`src/rtl/tcm_if.sv`:
```
// Load/store request and response channel between the LSU/IFU mux and tcm_ctrl.
// Parameterised by byte-address width (AW) and data width (DW).
interface tcm_if #(
    parameter int unsigned AW = 32,
    parameter int unsigned DW = 32
);
    logic          cmd_valid;
    logic          cmd_ready;
    logic [AW-1:0] cmd_addr;
    logic          cmd_read;
    logic [1:0]    cmd_size;
    logic [DW-1:0] cmd_wdata;
    logic          rsp_valid;
    logic          rsp_ready;
    logic [DW-1:0] rsp_rdata;
    logic          rsp_err;

    modport master (
        output cmd_valid, cmd_addr, cmd_read, cmd_size, cmd_wdata, rsp_ready,
        input  cmd_ready, rsp_valid, rsp_rdata, rsp_err
    );

    modport slave (
        input  cmd_valid, cmd_addr, cmd_read, cmd_size, cmd_wdata, rsp_ready,
        output cmd_ready, rsp_valid, rsp_rdata, rsp_err
    );
endinterface

```
`src/rtl/tcm_ctrl.sv`:
```
// Single-port TCM access controller driving a masked-write SRAM macro.
// Optional misaligned-access checking is enabled by defining TCM_MISALIGN_CHK_EN.
module tcm_ctrl #(
    parameter int unsigned DP  = 512,
    parameter int unsigned RAW = $clog2(DP),
    parameter int unsigned AW  = 32,
    parameter int unsigned DW  = 32,
    parameter int unsigned MW  = 4
) (
    input  logic           clk,
    input  logic           rst_n,
    tcm_if.slave           bus,
    output logic [RAW-1:0] ram_addr,
    output logic [DW-1:0]  ram_din,
    output logic           ram_we,
    output logic [MW-1:0]  ram_wem,
    input  logic [DW-1:0]  ram_dout
);

    typedef enum logic [1:0] {
        EMPTY = 2'd0,
        LIVE  = 2'd1,
        HELD  = 2'd2
    } state_t;

    state_t         state_q, state_d;
    logic           rd_q;
    logic           err_q;
    logic [DW-1:0]  hold_q;
    logic [RAW-1:0] addr_q;

    logic           accept;
    logic           misalign;
    logic [RAW-1:0] idx;
    logic [MW-1:0]  mask;
    logic [DW-1:0]  live;
    logic [DW-1:0]  rdata;

    assign idx    = bus.cmd_addr[RAW+1:2];
    assign accept = bus.cmd_valid & bus.cmd_ready;

    // Address bits above the RAM depth are intentionally ignored.
    logic unused_addr_hi;
    assign unused_addr_hi = ^bus.cmd_addr[AW-1:RAW+2];

`ifdef TCM_MISALIGN_CHK_EN
    assign misalign = ((bus.cmd_size == 2'd1) & bus.cmd_addr[0]) |
                      (bus.cmd_size[1] & (|bus.cmd_addr[1:0]));
`else
    assign misalign = 1'b0;
`endif

    // Byte-lane mask and lane-replicated write data.
    always_comb begin
        mask    = '1;
        ram_din = bus.cmd_wdata;
        unique case (bus.cmd_size)
            2'd0: begin
                mask    = MW'(1) << bus.cmd_addr[1:0];
                ram_din = {4{bus.cmd_wdata[7:0]}};
            end
            2'd1: begin
                mask    = MW'(3) << {bus.cmd_addr[1], 1'b0};
                ram_din = {2{bus.cmd_wdata[15:0]}};
            end
            default: ;
        endcase
    end

    assign ram_we   = accept & ~bus.cmd_read & ~misalign;
    assign ram_wem  = ram_we ? mask : '0;
    // Idle cycles re-present the last read index so ram_dout holds steady.
    assign ram_addr = accept ? idx : addr_q;

    assign bus.cmd_ready = ~bus.rsp_valid | bus.rsp_ready;
    assign bus.rsp_valid = (state_q != EMPTY);
    assign bus.rsp_rdata = rdata;
    assign bus.rsp_err   = err_q;

    always_ff @(posedge clk or negedge rst_n) begin
        if (!rst_n) begin
            state_q <= EMPTY;
            rd_q    <= 1'b0;
            err_q   <= 1'b0;
            hold_q  <= '0;
            addr_q  <= '0;
        end else begin
            state_q <= state_d;
            if (accept) begin
                rd_q  <= bus.cmd_read;
                err_q <= misalign;
            end
            if (accept && bus.cmd_read && !misalign) begin
                addr_q <= idx;
            end
            if (state_q == LIVE && !bus.rsp_ready) begin
                hold_q <= live;
            end
        end
    end

    // Response FSM: next state and response data selection.
    always_comb begin
        state_d = state_q;
        live    = '0;
        rdata   = '0;
        if (rd_q && !err_q) begin
            live = ram_dout;
        end
        unique case (state_q)
            EMPTY: begin
                if (accept) begin
                    state_d = LIVE;
                end
            end
            LIVE, HELD: begin
                rdata = (state_q == LIVE) ? live : hold_q;
                if (bus.rsp_ready) begin
                    state_d = accept ? LIVE : EMPTY;
                end else begin
                    state_d = HELD;
                end
            end
            default: state_d = EMPTY;
        endcase
    end

endmodule
```
`src/flat_wrapper.sv`:
```
// flat-port wrapper written by rule: the top's interface ports become plain ports
module tcm_ctrl_flat 
#(
    parameter int unsigned DP  = 512,
    parameter int unsigned RAW = $clog2(DP),
    parameter int unsigned AW  = 32,
    parameter int unsigned DW  = 32,
    parameter int unsigned MW  = 4
)
  (clk, rst_n, ram_addr, ram_din, ram_we, ram_wem, ram_dout, bus_cmd_valid, bus_cmd_addr, bus_cmd_read, bus_cmd_size, bus_cmd_wdata, bus_rsp_ready, bus_cmd_ready, bus_rsp_valid, bus_rsp_rdata, bus_rsp_err);
  tcm_if #(.AW(AW), .DW(DW)) bus_i ();
  input  logic clk;
  input  logic rst_n;
  output logic [RAW-1:0] ram_addr;
  output logic [DW-1:0] ram_din;
  output logic ram_we;
  output logic [MW-1:0] ram_wem;
  input  logic [DW-1:0] ram_dout;
  input wire logic [$bits(bus_i.cmd_valid)-1:0] bus_cmd_valid;
  input wire logic [$bits(bus_i.cmd_addr)-1:0] bus_cmd_addr;
  input wire logic [$bits(bus_i.cmd_read)-1:0] bus_cmd_read;
  input wire logic [$bits(bus_i.cmd_size)-1:0] bus_cmd_size;
  input wire logic [$bits(bus_i.cmd_wdata)-1:0] bus_cmd_wdata;
  input wire logic [$bits(bus_i.rsp_ready)-1:0] bus_rsp_ready;
  output wire logic [$bits(bus_i.cmd_ready)-1:0] bus_cmd_ready;
  output wire logic [$bits(bus_i.rsp_valid)-1:0] bus_rsp_valid;
  output wire logic [$bits(bus_i.rsp_rdata)-1:0] bus_rsp_rdata;
  output wire logic [$bits(bus_i.rsp_err)-1:0] bus_rsp_err;
  assign bus_i.cmd_valid = bus_cmd_valid;
  assign bus_i.cmd_addr = bus_cmd_addr;
  assign bus_i.cmd_read = bus_cmd_read;
  assign bus_i.cmd_size = bus_cmd_size;
  assign bus_i.cmd_wdata = bus_cmd_wdata;
  assign bus_i.rsp_ready = bus_rsp_ready;
  assign bus_cmd_ready = bus_i.cmd_ready;
  assign bus_rsp_valid = bus_i.rsp_valid;
  assign bus_rsp_rdata = bus_i.rsp_rdata;
  assign bus_rsp_err = bus_i.rsp_err;
  tcm_ctrl #(.DP(DP), .RAW(RAW), .AW(AW), .DW(DW), .MW(MW)) u_core (.clk(clk), .rst_n(rst_n), .bus(bus_i), .ram_addr(ram_addr), .ram_din(ram_din), .ram_we(ram_we), .ram_wem(ram_wem), .ram_dout(ram_dout));
endmodule
```
`config.mk`:
```
export PLATFORM = sky130hd
export DESIGN_NAME = tcm_ctrl_flat
export DESIGN_NICKNAME = d
export VERILOG_FILES = /design/src/rtl/tcm_if.sv /design/src/rtl/tcm_ctrl.sv /design/src/flat_wrapper.sv
export SDC_FILE = /design/constraint.sdc
export NUM_CORES = 1
export LEC_CHECK = 0
export CORE_AREA = 2 2 102 129
export CTS_BUF_LIST = sky130_fd_sc_hd__clkbuf_16
export DETAILED_ROUTE_END_ITERATION = 10
export DIE_AREA = 0 0 104 131
export SLEW_MARGIN = 20
export SYNTH_ARGS = -nofsm -noshare
export SYNTH_HDL_FRONTEND = slang
export SYNTH_SLANG_ARGS = --single-unit
```
`constraint.sdc`:
```
create_clock -name clk -period 3.7 [get_ports clk]
set_clock_uncertainty 0.2 [all_clocks]
set_input_delay 0.555 -clock clk [delete_from_list [all_inputs] [get_ports clk]]
set_output_delay 0.555 -clock clk [all_outputs]
set_load 0.005 [all_outputs]
```
==> flow_summary.ini <==
[synth]
synthSimpleGateAreaFrac_pct = 23.5
ys.warnings.count = 0
synth_top_family_by_area = simple AND/OR/NAND/NOR gates
syn_area_um2 = 3050
synth_adder_area_share_pct = 1.23
synth_area_leaders = dfrtp_1, mux2_2, nand2_1, nand2b_1, a21boi_0
muxShareOfSynthArea_pct = 15.2
synth_nets = 471
yosysTopAreaCell = dfrtp_1
synthCells = 365
seq_area_frac_synth_pct = 36.1
synth.distinct_cells = 27
synth-compound-area-share_pct = 16.3
syn_area_per_cell_um2 = 8.36
netlist.area_leader.share_pct = 36.1
synth_xor_area_share_pct = 0
synth_seq_cells = 44

[detailed_routing]
routed_wl_um = 8780
vias = 2992
drtAntennaViolNets = 0
via_per_inst = 4.45
dr.first_iter.drc_count = 59
drcViolationCount = 0
drtPass1Iterations = 4
routedWlPerCell_um = 13.1

[layout]
layout_commonest_cell = clkdlybuf4s50_1
final_cell_mix = clkdlybuf4s50_1, nand2_1, dfrtp_1
layout.cells.non_filler = 672
fill_cells = 1314
syn2layout_area_growth_pct = 59.6
fin_area_um2 = 4870
num-nets-final = 609
antenna_cells = 0
drive_gt1_share_pct = 11.3

[floorplan]
rows = 46
ios = 184
die_x_um = 104
fp.dieH_um = 131
core_um2 = 12400
initial_utilization_pct = 24.6
design.die.area_um2 = 13600

[cts]
cts_setup_buffers = 0
numCtsBuffers = 5
htree_num_levels = 2
cts_sinks = 44
clk_path_buf_depth = 2
cts_tree = built
clk_latency_ns = 0.29
clkTransAtPathRegs_ns = 0.06
cts_hold_buf = 0
cts_root_buf = clkbuf_16
postCtsResizedCells = 0

[place]
dp_hpwl_um = 6680
pre_cts_slack_ns = 0.517
placed_cells = 664
placed_cell_area_um2 = 4730
gp_congestion = 0.704
io_buffers = 161

[worst_setup_path]
slowest_delay_ns = 0.55
crit-reg2reg-capture = u_core.hold_q[25]$_DFFE_PN0P_
crit_start = u_core.state_q[1]$_DFFE_PN0P_
rrSetupSlack_ns = 1.29
path_max_fanout = 35
crit_chain = inv_1 > ha_2 > buf_4 > nand3_1 > a21boi_0 > clkdlybuf4s50_1
rr_startpoint = u_core.state_q[1]$_DFFE_PN0P_
cp_data_arrival_time_ns = 2.52
cpMaxStageDelayCell = ha_2
crit_type = reg2out
worstSetupEndpoint = bus_rsp_rdata[6]
start_kind = register
rr_worst_depth = 6
cp-end-kind = output pin
cp.required_ns = 2.94

[grt]
grt_pass1_vias = 2967
track_usage_pct = 12.7
grt_start_max_net_pins = 65
grt_pass1_wl_um = 14000
grt-ovfl-total = 0
antenna_found_initial = 0

[sta]
slew_viol_final = 0
setup_violations = 0
fin_tns_setup_ns = 0
period_minus_slack_ns = 3.27
grt_setup_unrepaired = false
hold_viol = 0
finalCritPeriodShare_pct = 88.4
fmax_mhz = 306
finalHoldWorstSlack_ns = 0.0658
setup_ws_ns = 0.428
worst_pin_slew_ns = 0.584
max-slew-margin-rel_pct = 61.1

[run]
drv_cap = 0

[power]
leakagePower_nw = 1.94
ir_worst_vdd_mv = 0.203
power_density_nw_per_um2 = 571

[outcome]
outcome = finished, final reports clean

[min_path]
hp-class = in2async
-- power breakdown --
group	internal, mW	switching, mW
registers	0.698	0.139
logic	0.868	0.655
clock network	0.244	0.177
total	1.81	0.971
-- worst min-delay path by stage --
stage | to | slack, ns | depth (start not counted)
floorplan | u_core.addr_q[0]$_DFFE_PN0P_ | 0.06 | 0
global placement | u_core.hold_q[27]$_DFFE_PN0P_ | 0.26 | 2
detailed placement | u_core.hold_q[0]$_DFFE_PN0P_ | 0.27 | 2
CTS | u_core.hold_q[29]$_DFFE_PN0P_ | 0.29 | 1
global route | u_core.hold_q[29]$_DFFE_PN0P_ | 0.11 | 1
finish | u_core.hold_q[29]$_DFFE_PN0P_ | 0.07 | 1
-- stage by stage --
stage          power, mW  utilization (%)
2_1_floorplan       1.65                -
3_3_place_gp        2.37             38.0
3_5_place_dp        2.41             38.0
4_1_cts             2.85             39.1
5_1_grt             3.04             39.2
6_report            2.78             39.2
-- kinds of logic after synthesis --
kind of cell / Yosys count
muxes: 42
other: 1
DFF: 44
adders and majority gates: 3
and+or+nand+nor: 150
AOI/OAI and AO/OA: 81
buffers and inverters: 44
-- cells in the mapped netlist --
| cell | count |
|---|---|
| nand2_1 | 72 |
| dfrtp_1 | 44 |
| o21ai_0 | 40 |
| nand2b_1 | 35 |
| mux2_2 | 34 |
| nand3_1 | 33 |
| a21boi_0 | 29 |
| buf_2 | 13 |
| clkbuf_1 | 12 |
| buf_4 | 11 |
| mux2i_1 | 8 |
| inv_1 | 6 |
| a21oi_1 | 4 |
| nor2_1 | 4 |
| a21boi_1 | 3 |
| ha_1 | 3 |
| nor2_2 | 2 |
| nor3_1 | 2 |
| o21a_1 | 2 |
| buf_6 | 1 |
| clkbuf_2 | 1 |
| conb_1 | 1 |
| nand3_4 | 1 |
| o21ai_1 | 1 |
| o21ai_2 | 1 |
| o32ai_1 | 1 |
| or2_4 | 1 |
-- critical path, delay by kind of cell (launching register included) --
kind / cells / cell delay, ns
and+or+nand+nor: 1 / 0.10
adders and majority gates: 1 / 0.55
DFF: 1 / 0.38
buffers and inverters: 3 / 1.02
AOI/OAI and AO/OA: 1 / 0.18
-- registers in the layout (all words and copies together) (netlist names) --
register / cells
u_core.hold_q: 32
u_core.state_q: 2
u_core.rd_q: 1
u_core.addr_q: 9
-- final cells by class --
cell class | instances | area [um2] | area share, %
multi-input combinational | 277 | 1730 | 35.5
timing repair buffer | 169 | 1670 | 34.3
clock buffer | 5 | 125 | 2.57
clock inverter | 3 | 12.5 | 0.257
sequential | 44 | 1100 | 22.6
tap | 168 | 210 | 4.31
inverter | 6 | 22.5 | 0.462
-- layer usage --
layer / share of wire, % / global-route usage [%]
met5: 0 / 0
met2: 54 / 24.8
met1: 37 / 12.7
met4: 0.95 / 4.05
met3: 8.5 / 4.17
Note: power is estimated with default switching activity, not from simulation.
==> RTL edit 1: new RTL, same settings <==
Add a define of `TCM_MISALIGN_CHK_EN`.
--- a/src/rtl/tcm_ctrl.sv
+++ b/src/rtl/tcm_ctrl.sv
@@ -2,2 +2,4 @@
 // Optional misaligned-access checking is enabled by defining TCM_MISALIGN_CHK_EN.
+`define TCM_MISALIGN_CHK_EN
+
 module tcm_ctrl #(
Formal check against the unedited RTL: not equivalent (Yosys sat finds a counterexample within 4 cycles, from zero or initial values and one cycle with rst_n low).
==> RTL edit 1 against the unedited design <==
Synthesized area is 2.6% higher. Non-clock buffer count is 4 higher. Sequential cell count is 1 higher. Global-route usage is 0.63 points higher. Cell area is 2.6% higher. Via count is 2.7% higher. Worst hold slack worse by 13 ps. Clock power is 2% higher. Power is 2.3% lower. Setup slack better by 150 ps. Routed wire length is 4.1% higher. Critical path type unchanged. Largest cell class unchanged. Largest power group unchanged.
==> RTL edit 1: results (changes against the unedited design) <==
n_all_inverters: 4  # -2
multi_input_gates: 284  # +2.5%
synthTopCellsByArea: "dfrtp_1 (36%), nand2_1 (9.1%), mux2_2 (9.0%)"
max_stage_delay_ps: 530  # -20 ps
multi_input_area_mm2: 0.00181  # +4.4%
maxSlewHeadroom: 0.532  # -0.0787
drive_above_1_share: 0.113  # -0.000255
nNonClkBuffers: 173  # +2.4%
leakage_nw: 1.93  # -0.15%
nonClkBufAreaFrac: 0.341  # -0.00207
synth-compound-area-share: 0.161  # -0.00211
avgViaCountPerCell: 4.51  # +1.2%
reg2reg_to: "u_core.hold_q[9]"
r2r_slack_ps: 1410  # +120 ps
seq_cell_count: 45  # +2.3%
grt_pass1_vias: 3178  # +7.1%
combinationalPower_mw: 1.46  # -4%
arrival_ps: 2370  # -150 ps
hold_ws_ps: 52.5  # -13.2 ps
final_net_count: 619  # +1.6%
n_fill_cell: 1299  # -1.1%
place_area_mm2: 0.00486  # +2.8%
status: "finished clean"
synth_nets: 478  # +1.5%
cpMaxStageDelayCell: "clkdlybuf4s50_1"
crit_fanout: 26  # -26%
yosysUniqueCellTypes: 31  # +15%
p_int_mw: 1.76  # -2.5%
clock_area_frac: 0.0275  # -0.000707
post_synth_xor_area_fraction: 0.00839  # +0.00839
crit_end: "bus_rsp_rdata[3]"
drt_first_iter_violations: 125  # +110%
grt_start_max_net_pins: 46  # -29%
wl_met3_um: 641  # -14%
synth_common_cells: "nand2_1 (76), dfrtp_1 (45), nand2b_1 (34)"
numPortBuffers: 162  # +0.62%
wl_met2_um: 4900  # +4.1%
route.detailed.wl_per_inst_um: 13.4  # +2.6%
==> RTL edit 1: changes by cell type after synthesis, sizes merged, moves of 2 or more <==
cell and delta:
clkbuf +8, buf -7, nand2 +4, a21oi -2, inv -2, nor2 -2
nor2b +2, o21a -2, or2 +2, xor2 +2
==> RTL edit 1: routing by layer <==
layer | vias to the layer above | global-route usage
met5 | - | 0
met4 | 0 | 0.0374
met3 | 7 | 0.0392
met2 | 115 | 0.267
met1 | 1412 | 0.132
li1 | 1539 | -
==> RTL edit 1: per-stage QoR <==
step / std cells / utilization / setup WS [ps] / total power [mW]
after global placement: 674 / 0.391 / 579 / 2.29
after global routing: 682 / 0.402 / 431 / 2.95
after detailed placement: 674 / 0.391 / 593 / 2.32
final: 682 / 0.402 / 577 / 2.72
after floorplan: 372 / - / 1470 / 1.65
after CTS: 682 / 0.402 / 531 / 2.77
==> RTL edit 2: new RTL, same flow settings <==
Without the edit above. The 3 states of `state_t` get a one-hot encoding in 3 bits.
--- a/src/rtl/tcm_ctrl.sv
+++ b/src/rtl/tcm_ctrl.sv
@@ -19,6 +19,6 @@
 
-    typedef enum logic [1:0] {
-        EMPTY = 2'd0,
-        LIVE  = 2'd1,
-        HELD  = 2'd2
+    typedef enum logic [2:0] {
+        EMPTY = 3'b001,
+        LIVE  = 3'b010,
+        HELD  = 3'b100
     } state_t;
Function: same outputs for any inputs over 10 cycles, from zero or initial values and one cycle with rst_n low; not proved beyond that.
==> RTL edit 2 against the unedited design <==
Maximum frequency grew 3.5%. Power shrank 20%. Cell area shrank 2.1%. Setup slack gained 110 ps. Sequential power grew 1%. Sequential cell count grew 1. Routed wire length grew 2.8%. Synthesized area shrank 2.5%. Largest power group unchanged.
==> RTL edit 2: results (changes against the unedited design) <==
status: "finished clean"
largest_registers: "u_core.hold_q: 32 flops, u_core.addr_q: 9 flops, u_core.state_q: 3 flops"
n_fill_cell: 1275  # -3.0%
wl_met3_um: 788  # +5.9%
grtUsageMet1: 0.142  # +0.0146
synth_cells: 306  # -16%
final_net_count: 550  # -9.7%
route.detailed.wl_per_inst_um: 14.7  # +12%
synth_common_cells: "nand2_1 (81), dfrtp_1 (44), o21ai_2 (33)"
max_stage_delay_ps: 530  # -20 ps
numPortBuffers: 161  # unchanged
cp_top_family: "buffers and inverters"
drive_above_1_share: 0.188  # +0.0744
synth-compound-area-share: 0.266  # +0.103
reg2reg_depth: 3  # -3
grt_pass1_wl_um: 14600  # +4.3%
cpMaxStageDelayCell: "clkdlybuf4s50_1"
max_freq_mhz: 316  # +3.5%
maxSlewHeadroom: 0.437  # -0.174
cp-startpoint: "bus_rsp_ready"
clock_latency_ps: 280
m1WireLength_um: 3560  # +9.7%
gp_congestion: 0.708  # +0.65%
post_synth_xor_area_fraction: 0.00294  # +0.00294
syn_to_final_growth_pct: 60.4
reg2reg_to: "u_core.hold_q[23]"
p_sw_frac: 0.344  # -0.00564
place_inst: 608  # -8.4%
wl_met2_um: 4570  # -2.8%
avgViaCountPerCell: 4.64  # +4.2%
r2r_slack_ps: 1690  # +400 ps
dp_hpwl_um: 6550  # -2.0%
crit_end: "ram_addr[3]"
grt_start_max_net_pins: 65  # unchanged
synthMuxAreaShare: 0.125  # -0.0263
use_met2: 0.249  # +0.00116
vias: 2859  # -4.4%
yosysUniqueCellTypes: 29  # +7.4%
hold_ws_ps: 87.9  # +22.1 ps
cts_buffers: 5  # unchanged
vdd_ir_drop_max_mv: 0.169  # -17%
crit_fanout: 25  # -29%
hp-class: "in -> async"
drt_first_iter_violations: 73  # +24%
synth_nets: 409  # -13%
grt_use_met3: 0.0466  # +0.00496
synthAdderAreaFrac: 0  # -0.0123
synth-seq-area-share: 0.379  # +0.0182
grtUsageTotal: 0.132  # +0.00552
synthTopCellsByArea: "dfrtp_1 (37%), a32o_1 (11%), nand2_1 (10%)"
place_area_mm2: 0.00463  # -2.0%
arrival_ps: 2410  # -110 ps
dpl_worst_slack_ps: 521  # +4.47 ps
leakage_nw: 1.88  # -3.1%
RTL edit 2: changes by cell type after synthesis, moves of 7 or more:
cell       change
a21boi_0      -29
a32o_1        +32
buf_2          -7
buf_6          +8
mux2_2        -12
nand2_1        +9
nand2b_1      -34
nand3_1       -33
o21ai_0       -32
o21ai_2       +32
o2bb2ai_1      +9
RTL edit 2: final cells by class:
| cell class | instances | area share |
|---|---|---|
| Clock inverter | 3 | 0.00236 |
| Tap cell | 168 | 0.0440 |
| Timing Repair Buffer | 170 | 0.351 |
| Inverter | 2 | 0.00157 |
| Sequential cell | 45 | 0.236 |
| Clock buffer | 5 | 0.0262 |
| Multi-Input combinational cell | 223 | 0.338 |
RTL edit 2: power groups by stage:
stage               Clock [mW]  Combinational, mW  Sequential [mW]
finish                   0.429              0.955            0.849
global route             0.478               1.06            0.882
CTS                      0.455              0.977            0.851
detailed placement           0              0.973            0.857
global placement             0              0.956            0.846
floorplan                    0              0.602            0.803
